--- src/rtl/tensor_issue_sched.sv ---
// tensor_issue_sched: per-warp matrix op holder that splits each op into THREAD_N column passes, round-robin issued.
module tensor_issue_sched #(
  parameter int NUM_WARPS     = 8,
  parameter int THREAD_N      = 4,
  parameter int NUM_TILE_BUFS = 2,
  parameter int NUM_REGS      = 32
) (
  input  logic                         clk,
  input  logic                         rst_n,
  input  logic                         in_valid,
  output logic                         in_ready,
  input  logic [$clog2(NUM_WARPS)-1:0] in_wid,
  input  logic [1:0]                   in_op,
  input  logic [$clog2(NUM_REGS)-1:0]  in_rd,
  output logic                         fire_valid,
  input  logic                         fire_ready,
  output logic [$clog2(NUM_WARPS)-1:0] fire_wid,
  output logic [$clog2(THREAD_N)-1:0]  fire_col,
  output logic                         fire_last,
  output logic                         fire_acc_buf,
  output logic                         fire_to_reg,
  output logic [$clog2(NUM_REGS)-1:0]  fire_dst,
  output logic [NUM_WARPS-1:0]         busy
);
  localparam int WW  = $clog2(NUM_WARPS);
  localparam int CW  = $clog2(THREAD_N);
  localparam int RW  = $clog2(NUM_REGS);
  localparam int WPB = NUM_WARPS / NUM_TILE_BUFS;
  typedef enum logic {IDLE, ACTIVE} state_t;
  state_t        state   [NUM_WARPS];
  state_t        state_n [NUM_WARPS];
  logic [1:0]    op_q    [NUM_WARPS];
  logic [RW-1:0] rd_q    [NUM_WARPS];
  logic [CW-1:0] col_q   [NUM_WARPS];
  logic [CW-1:0] col_n   [NUM_WARPS];
  logic [WW-1:0] ptr, hold_wid, pick, grant;
  logic          hold_q, any_active, fire, accept;
  assign in_ready = state[in_wid] == IDLE;
  assign accept   = in_valid && in_ready;
  always_comb begin
    for (int w = 0; w < NUM_WARPS; w++) busy[w] = state[w] == ACTIVE;
    any_active = |busy;
    pick = ptr;
    // scan farthest to nearest so the nearest active warp at or after ptr wins
    for (int i = NUM_WARPS - 1; i >= 0; i--)
      if (state[WW'(ptr + WW'(i))] == ACTIVE) pick = WW'(ptr + WW'(i));
    grant = hold_q ? hold_wid : pick;
    fire  = any_active && fire_ready;
    for (int w = 0; w < NUM_WARPS; w++) begin
      state_n[w] = state[w];
      col_n[w]   = col_q[w];
      if (fire && grant == WW'(w)) begin
        if (col_q[w] == CW'(THREAD_N - 1)) state_n[w] = IDLE;
        else col_n[w] = col_q[w] + CW'(1);
      end
      if (accept && in_wid == WW'(w)) begin
        state_n[w] = ACTIVE;
        col_n[w]   = '0;
      end
    end
  end
  always_comb begin
    fire_valid   = any_active;
    fire_wid     = any_active ? grant : '0;
    fire_col     = any_active ? col_q[grant] : '0;
    fire_last    = any_active && col_q[grant] == CW'(THREAD_N - 1);
    fire_acc_buf = any_active && !op_q[grant][1];
    fire_to_reg  = any_active && !op_q[grant][0];
    fire_dst     = !any_active ? '0 :
                   fire_to_reg ? RW'(rd_q[grant] + RW'(col_q[grant])) :
                   RW'(int'(col_q[grant]) * NUM_TILE_BUFS + int'(grant) / WPB);
  end
  always_ff @(posedge clk or negedge rst_n) begin
    if (!rst_n) begin
      ptr      <= '0;
      hold_q   <= 1'b0;
      hold_wid <= '0;
      for (int w = 0; w < NUM_WARPS; w++) begin
        state[w] <= IDLE;
        col_q[w] <= '0;
        op_q[w]  <= '0;
        rd_q[w]  <= '0;
      end
    end else begin
      ptr      <= fire ? WW'(grant + WW'(1)) : ptr;
      hold_q   <= any_active && !fire_ready;
      hold_wid <= grant;
      for (int w = 0; w < NUM_WARPS; w++) begin
        state[w] <= state_n[w];
        col_q[w] <= col_n[w];
        if (accept && in_wid == WW'(w)) begin
          op_q[w] <= in_op;
          rd_q[w] <= in_rd;
        end
      end
    end
  end
endmodule

--- config.mk ---
export PLATFORM = sky130hd
export DESIGN_NAME = tensor_issue_sched
export DESIGN_NICKNAME = d
export VERILOG_FILES = /design/src/rtl/tensor_issue_sched.sv
export SDC_FILE = /design/constraint.sdc
export NUM_CORES = 1
export LEC_CHECK = 0
export ABC_AREA = 1
export CAP_MARGIN = 40
export CELL_PAD_IN_SITES_DETAIL_PLACEMENT = 0
export CELL_PAD_IN_SITES_GLOBAL_PLACEMENT = 1
export CORE_ASPECT_RATIO = 0.9
export CORE_UTILIZATION = 36
export DETAILED_ROUTE_END_ITERATION = 8
export PLACE_DENSITY = 0.7
export SYNTH_ARGS = -nofsm -noshare
export SYNTH_HDL_FRONTEND = slang
export SYNTH_SLANG_ARGS = --single-unit
--- constraint.sdc ---
create_clock -name clk -period 5.57 [get_ports clk]
set_clock_uncertainty 0.2 [all_clocks]
set_input_delay 0.557 -clock clk [delete_from_list [all_inputs] [get_ports clk]]
set_output_delay 0.557 -clock clk [all_outputs]
set_load 0.05 [all_outputs]
Word-level counts from Yosys, hierarchy flattened
Cells that the tools add are included.
{"block": "word_totals", "register_bits": 87, "latch_bits": 0, "ram_bits": 0, "mem_bits_ro": 0, "inputBits": 14, "elab_cells": 262, "memories": 0}
{"block": "classes", "add_sub_neg": 18, "multipliers": 0, "div_mod_pow": 0, "order_cmp": 10, "eq_ne": 31, "shifts": 0, "n_mux": 97, "bitwise_logic": 11, "n_reduce_logical": 60}
{"cell": "two-way mux 2 bit", "count": 29}
{"cell": "two-way mux 1 bit", "count": 42}
{"cell": "greater-or-equal comparator 4 bit (second input constant)", "count": 10}
{"cell": "NOT 3 -> 4 bit", "count": 10}
{"cell": "AND reduction 2 bit", "count": 16}
{"cell": "nonzero test 2 bit", "count": 16}
{"cell": "two-way mux 3 bit", "count": 10}
{"cell": "binary-select mux 1 bit (select 3 bit)", "count": 9}
{"cell": "== test 3 bit (second input constant)", "count": 8}
{"cell": "logical AND 1 bit", "count": 22}
{"cell": "two-way mux 5 bit", "count": 4}
{"cell": "== test 2 bit (second input constant)", "count": 9}
{"cell": "adder 2 x 1 -> 2 bit (second input constant)", "count": 8}
{"cell": "!= test 2 x 1 -> 1 bit (second input constant)", "count": 8}
{"cell": "binary-select mux 5 bit (select 3 bit)", "count": 1}
{"cell": "adder 3 bit (second input constant)", "count": 4}
{"cell": "binary-select mux 2 bit (select 3 bit)", "count": 2}
{"cell": "== test 3 x 2 -> 1 bit (second input constant)", "count": 4}
{"cell": "OR reduction 8 bit", "count": 1}
{"cell": "adder 3 x 1 -> 3 bit (second input constant)", "count": 2}
{"cell": "adder 3 x 2 -> 3 bit (second input constant)", "count": 2}
{"cell": "== test 3 x 1 -> 1 bit (second input constant)", "count": 2}
{"cell": "zero test 3 bit", "count": 2}
{"cell": "adder 5 x 2 -> 5 bit", "count": 1}
{"cell": "3 further kinds", "count": 5}

Logic depth before layout (Yosys ltp)
{"block": "depth", "word_depth": 22, "ltp_mapped": 33}

Least setup slack after synthesis
Ideal clock, no wire load.
{"block": "synth_timing", "kind": "register to output", "start": "register ptr[0]", "end": "output port fire_dst[4]", "arrival_ns": 4.143, "required_ns": 4.813, "path_slack_ns": 0.670, "stages_incl_launch_ff": 32, "n_path_buf": 3, "path_cell_list": "dfrtp_1 > buf_6 > inv_4 > buf_12 > ha_1 > inv_2 > nand3_1 > nand3_2 > nand2_2 > nand2_1 > nand2_1 > nand2_1 > nand2_1 > nand2_1 > nand2_1 > nand2_1 > nand2_1 > nand2_2 > nand2_4 > nand2_4 > inv_2 > clkbuf_1 > o21ai_0 > o221ai_1 > nand2_1 > inv_1 > ha_1 > inv_1 > fa_1 > nor2_2 > a21oi_1 > nor2_1"}
{"block": "synth_between", "elab_chain_len": 22, "word_cells_on_any_way": 63, "cone_classes": "add/sub: 8; mux: 44; bitwise: 9; reduce/logical: 2"}
{"item": "from (decl)", "line_no": "36", "rtl": "logic [WW-1:0] ptr, hold_wid, pick, grant;"}
{"item": "from (signal assigned)", "line_no": "85", "rtl": "ptr <= fire ? WW'(grant + WW'(1)) : ptr;"}
{"item": "adder 3 bit", "line_no": "46", "rtl": "if (state[WW'(ptr + WW'(i))] == ACTIVE) pick = WW'(ptr + WW'(i));"}
{"item": "NOT 3 -> 4 bit (implied by the code)", "line_no": "46"}
{"item": "binary-select mux 1 bit (select 3 bit)", "line_no": "46"}
{"item": "two-way mux 1 bit (implied by the code) (2 in a row)", "line_no": "46"}
{"item": "two-way mux 3 bit (7 in a row)", "line_no": "46"}
{"item": "two-way mux 3 bit (*)", "line_no": "46"}
{"item": "two-way mux 3 bit (*)", "line_no": "47", "rtl": "grant = hold_q ? hold_wid : pick;"}
{"item": "via grant[0]", "line_no": "36"}
{"item": "NOT 3 -> 4 bit (implied by the code) (*)", "line_no": "68, 70"}
{"item": "branches (longest 5 deep; another with adder 5 x 2 -> 5 bit)"}
{"item": "two-way mux 5 bit (*)", "line_no": "70", "rtl": "fire_to_reg ? RW'(rd_q[grant] + RW'(col_q[grant])) :"}
{"item": "two-way mux 5 bit (*)", "line_no": "69", "rtl": "fire_dst = !any_active ? '0 :"}
{"item": "to (decl)", "line_no": "22", "rtl": "output logic [$clog2(NUM_REGS)-1:0] fire_dst,"}
Mark *: on every way through the listed nets, which the timed path passes. The select of a mux whose other input is x is not followed.

Worst setup path after layout
{"block": "layout_timing", "start": "register ptr[0]", "end": "output port fire_dst[4]"}
{"block": "layout_between", "elab_chain_len": 22, "word_cells_on_any_way": 63, "cone_classes": "add/sub: 8; mux: 44; bitwise: 9; reduce/logical: 2"}
{"item": "adder 3 bit", "line_no": "46"}
{"item": "NOT 3 -> 4 bit (implied by the code)", "line_no": "46"}
{"item": "binary-select mux 1 bit (select 3 bit)", "line_no": "46"}
{"item": "two-way mux 1 bit (implied by the code) (2 in a row)", "line_no": "46"}
{"item": "two-way mux 3 bit (7 in a row)", "line_no": "46"}
{"item": "two-way mux 3 bit (*)", "line_no": "46"}
{"item": "two-way mux 3 bit (*)", "line_no": "47"}
{"item": "NOT 3 -> 4 bit (implied by the code) (*)", "line_no": "68, 70"}
{"item": "branches (longest 5 deep; another with adder 5 x 2 -> 5 bit)"}
{"item": "two-way mux 5 bit (*)", "line_no": "70"}
{"item": "two-way mux 5 bit (*)", "line_no": "69"}
Mark *: on every way between the ends. The select of a mux whose other input is x is not followed.

==> results by group <==
Synth
  – Synth cell types: 40
  – Mapped cell area: 0.00525 mm²
  – Top cells by count, synth: 183 x nand2_1, 87 x dfrtp_1, 79 x o21ai_0, 74 x inv_1, 67 x nand3_1
  – Post-Syn Nets: 727
  – EDFF count, synth: 0
  – Synth top area share: 41.4%
  – Synth area leader: dfrtp_1
  – Register area share after synthesis: 41.4%
  – Top_reg_cell synth: dfrtp_1
  – Synth async-reset ratio: 100%
  – Yosys Warn Count: 0
  – Post-Synthesis Cells: 694
  – Most numerous cell in the Yosys netlist: nand2_1
  – #FFs+latches synth: 87
  – Post-Syn Area per Cell: 7.57 µm²
  – Synth area leaders: dfrtp_1 41%, nand2_1 13%, o21ai_0 7.5%

Floorplan
  – Core Region: 0.0142 mm²
  – Rows: 41
  – Starting Density: 37.1%
  – Ports: 37
  – Chip width: 129 µm
  – Die Area: 0.0151 mm²
  – Die H: 117 µm

Global route
  – Most Crowded Layer GR: met2
  – First-pass GRT wire length: 24.1 mm
  – Vias in the first global route: 4481
  – Met2 Usage GRT: 33.3%
  – GRT overflow: 0
  – Largest net degree at the start of global routing: 46
  – M3 GR Usage: 4.31%
  – Number of antenna violations at the first check in global routing: 0
  – Overall routing resource usage: 21.4%
  – Met1 GRT Util: 30.0%

Setup path
  – CP Launch Type: flip-flop
  – Reg-to-reg setup timing slack: 1890 ps
  – Required @ worst endpoint: 4810 ps
  – Worst path most repeated cell: nand2_1
  – CP max FO: 25
  – RR Endpoint: col_q[6]
  – Setup CP Type: reg2out
  – Highest-delay cell along the critical path: dfrtp_2
  – Reg-to-Reg Start: ptr[0]
  – Critical Path Sink Type: output port
  – Arr. time, crit path: 4370 ps
  – Largest stage delay, worst path: 450 ps
  – Path depth of the worst reg2reg path: 26

Timing
  – Tcrit/Tclk final: 92.1%
  – Max frequency: 195 MHz
  – Setup TNS: 0 ps
  – Worst slew pin tran: 703 ps
  – RSZ-0062 raised after global routing: false
  – WHS: -13.0 ps
  – Slew HR: 52.9%
  – Fin. Hold Viols: 12
  – Final setup vio count: 0
  – Final Slew Violations: 0
  – Final min period: 5130 ps

Clock network
  – Worst-Skew Late Latency: 350 ps
  – Reg clk slew, reported paths: 60 ps
  – Root Driver: clkbuf_16
  – CTS tree: yes
  – H-tree levels: 3
  – CTS Sinks: 87
  – Total CTS buffers: 9
  – Clock buffer depth: 2

Cells and area
  – Share of cells above drive strength 1: 10.9%
  – ANT cells: 0
  – Fillcell total: 1510
  – Total Nets Final: 762
  – Finished Cell Area: 0.00613 mm²
  – P&R area growth vs syn: 16.6%

Detailed routing
  – Drt pass-1 iters: 5
  – Via density: 4.94
  – Post-route ant nets: 0
  – # DRC: 0
  – Via count: 4577
  – Drt initial violations: 294
  – Final wirelength: 14.9 mm
  – DR WL/cell: 16.1 µm

Placement
  – Final HPWL from detailed placement: 10.9 mm
  – Placed cell area: 0.00578 mm²
  – GPL Wtd Cong: 0.861
  – I/O Buffers: 36

Outcome
  – Failing checks: hold timing
  – Outcome: finished with violations

Job
  – # Max-Cap Violations: 0

Worst hold path
  – Hold Crit Class: in2async
==> kinds of logic (layout without fill, tap and decap cells) <==
kind of cell	Yosys count	after routing	synth area share (%)
compound gates	124	124	12.9
xor+xnor	8	8	1.48
fa+ha+maj	19	19	4.67
buf+inv	110	150	9.45
flops	87	87	41.4
mux	2	2	0.405
simple gates	344	344	29.7
==> worst max path at each step <==
| stage | to | startpoint | slack, ps | depth (start not counted) |
|---|---|---|---|---|
| 2_1_floorplan | fire_dst[4] | ptr[0] | 670 | 31 |
| 3_3_place_gp | fire_dst[0] | ptr[0] | 490 | 25 |
| 3_5_place_dp | fire_dst[4] | ptr[0] | 380 | 29 |
| 4_1_cts | fire_dst[0] | ptr[0] | 30 | 26 |
| 5_1_grt | fire_dst[4] | ptr[0] | 70 | 30 |
| 6_report | fire_dst[4] | ptr[0] | 440 | 30 |
==> repair_timing <==
item | CTS | global route
endpoints found under the setup margin | 1 | 8
resized for setup | 1 | 6
hold buffers | 0 | 0
pin swaps | 0 | 0
setup buffers | 0 | 4
==> critical path: cells and delay by family, from the launching register on <==
family	cells	cell delay (ps)
simple gates	16	1460
flops	1	450
buf+inv	7	820
compound gates	3	260
xor+xnor	1	180
fa+ha+maj	3	820
==> per-stage QoR <==
stage	hold WS (ps)	cells	worst slack [ps]	util, %
floorplan	61.4	694	670	-
global placement	253	906	489	40.8
detailed placement	254	907	379	40.8
CTS	8.59	923	29.4	42.9
global route	24.9	927	68.4	43.3
finish	-13.0	927	439	43.3
==> sequential cells by signal, indices dropped and copies added (netlist names) <==
| register | flops |
|---|---|
| op_q | 16 |
| ptr | 3 |
| hold_wid | 3 |
| hold_q | 1 |
| rd_q | 40 |
| col_q | 16 |
| busy | 8 |
==> area by class of cell <==
| type | instances | area (µm²) | share of cell area, % |
|---|---|---|---|
| Clock buffer | 12 | 256 | 4.19 |
| Clock inverter | 4 | 30.0 | 0.490 |
| Inverter | 87 | 334 | 5.45 |
| Multi-Input combinational cell | 497 | 2600 | 42.5 |
| Sequential cell | 87 | 2180 | 35.6 |
| Tap cell | 193 | 241 | 3.94 |
| Timing Repair Buffer | 47 | 483 | 7.88 |
==> per-layer routing <==
| layer | vias to the layer above | share of wire (%) | wire [µm] |
|---|---|---|---|
| met4 | 0 | 2.1 | 314 |
| met2 | 109 | 43 | 6410 |
| met5 | - | 0 | 0 |
| met1 | 2132 | 50 | 7480 |
| li1 | 2316 | - | - |
| met3 | 20 | 4.9 | 732 |
==> cells in the final DEF (no fill, tap or decap), drive strengths merged, types with 2 or more instances in the layout <==
| master | n |
|---|---|
| nand2 | 200 |
| dfrtp | 87 |
| o21ai | 87 |
| inv | 83 |
| nand3 | 77 |
| nor2 | 48 |
| clkdlybuf4s50 | 30 |
| a21oi | 23 |
| ha | 18 |
| buf | 16 |
| nand3b | 13 |
| clkbuf | 12 |
| clkinv | 7 |
| xor2 | 6 |
| o221ai | 4 |
| a22oi | 4 |
| a211oi | 4 |
| nor4 | 2 |
| xnor2 | 2 |
| or2 | 2 |
Power is not shown: default switching activity piles up to over one toggle a cycle in this logic, so the estimate is an artifact.
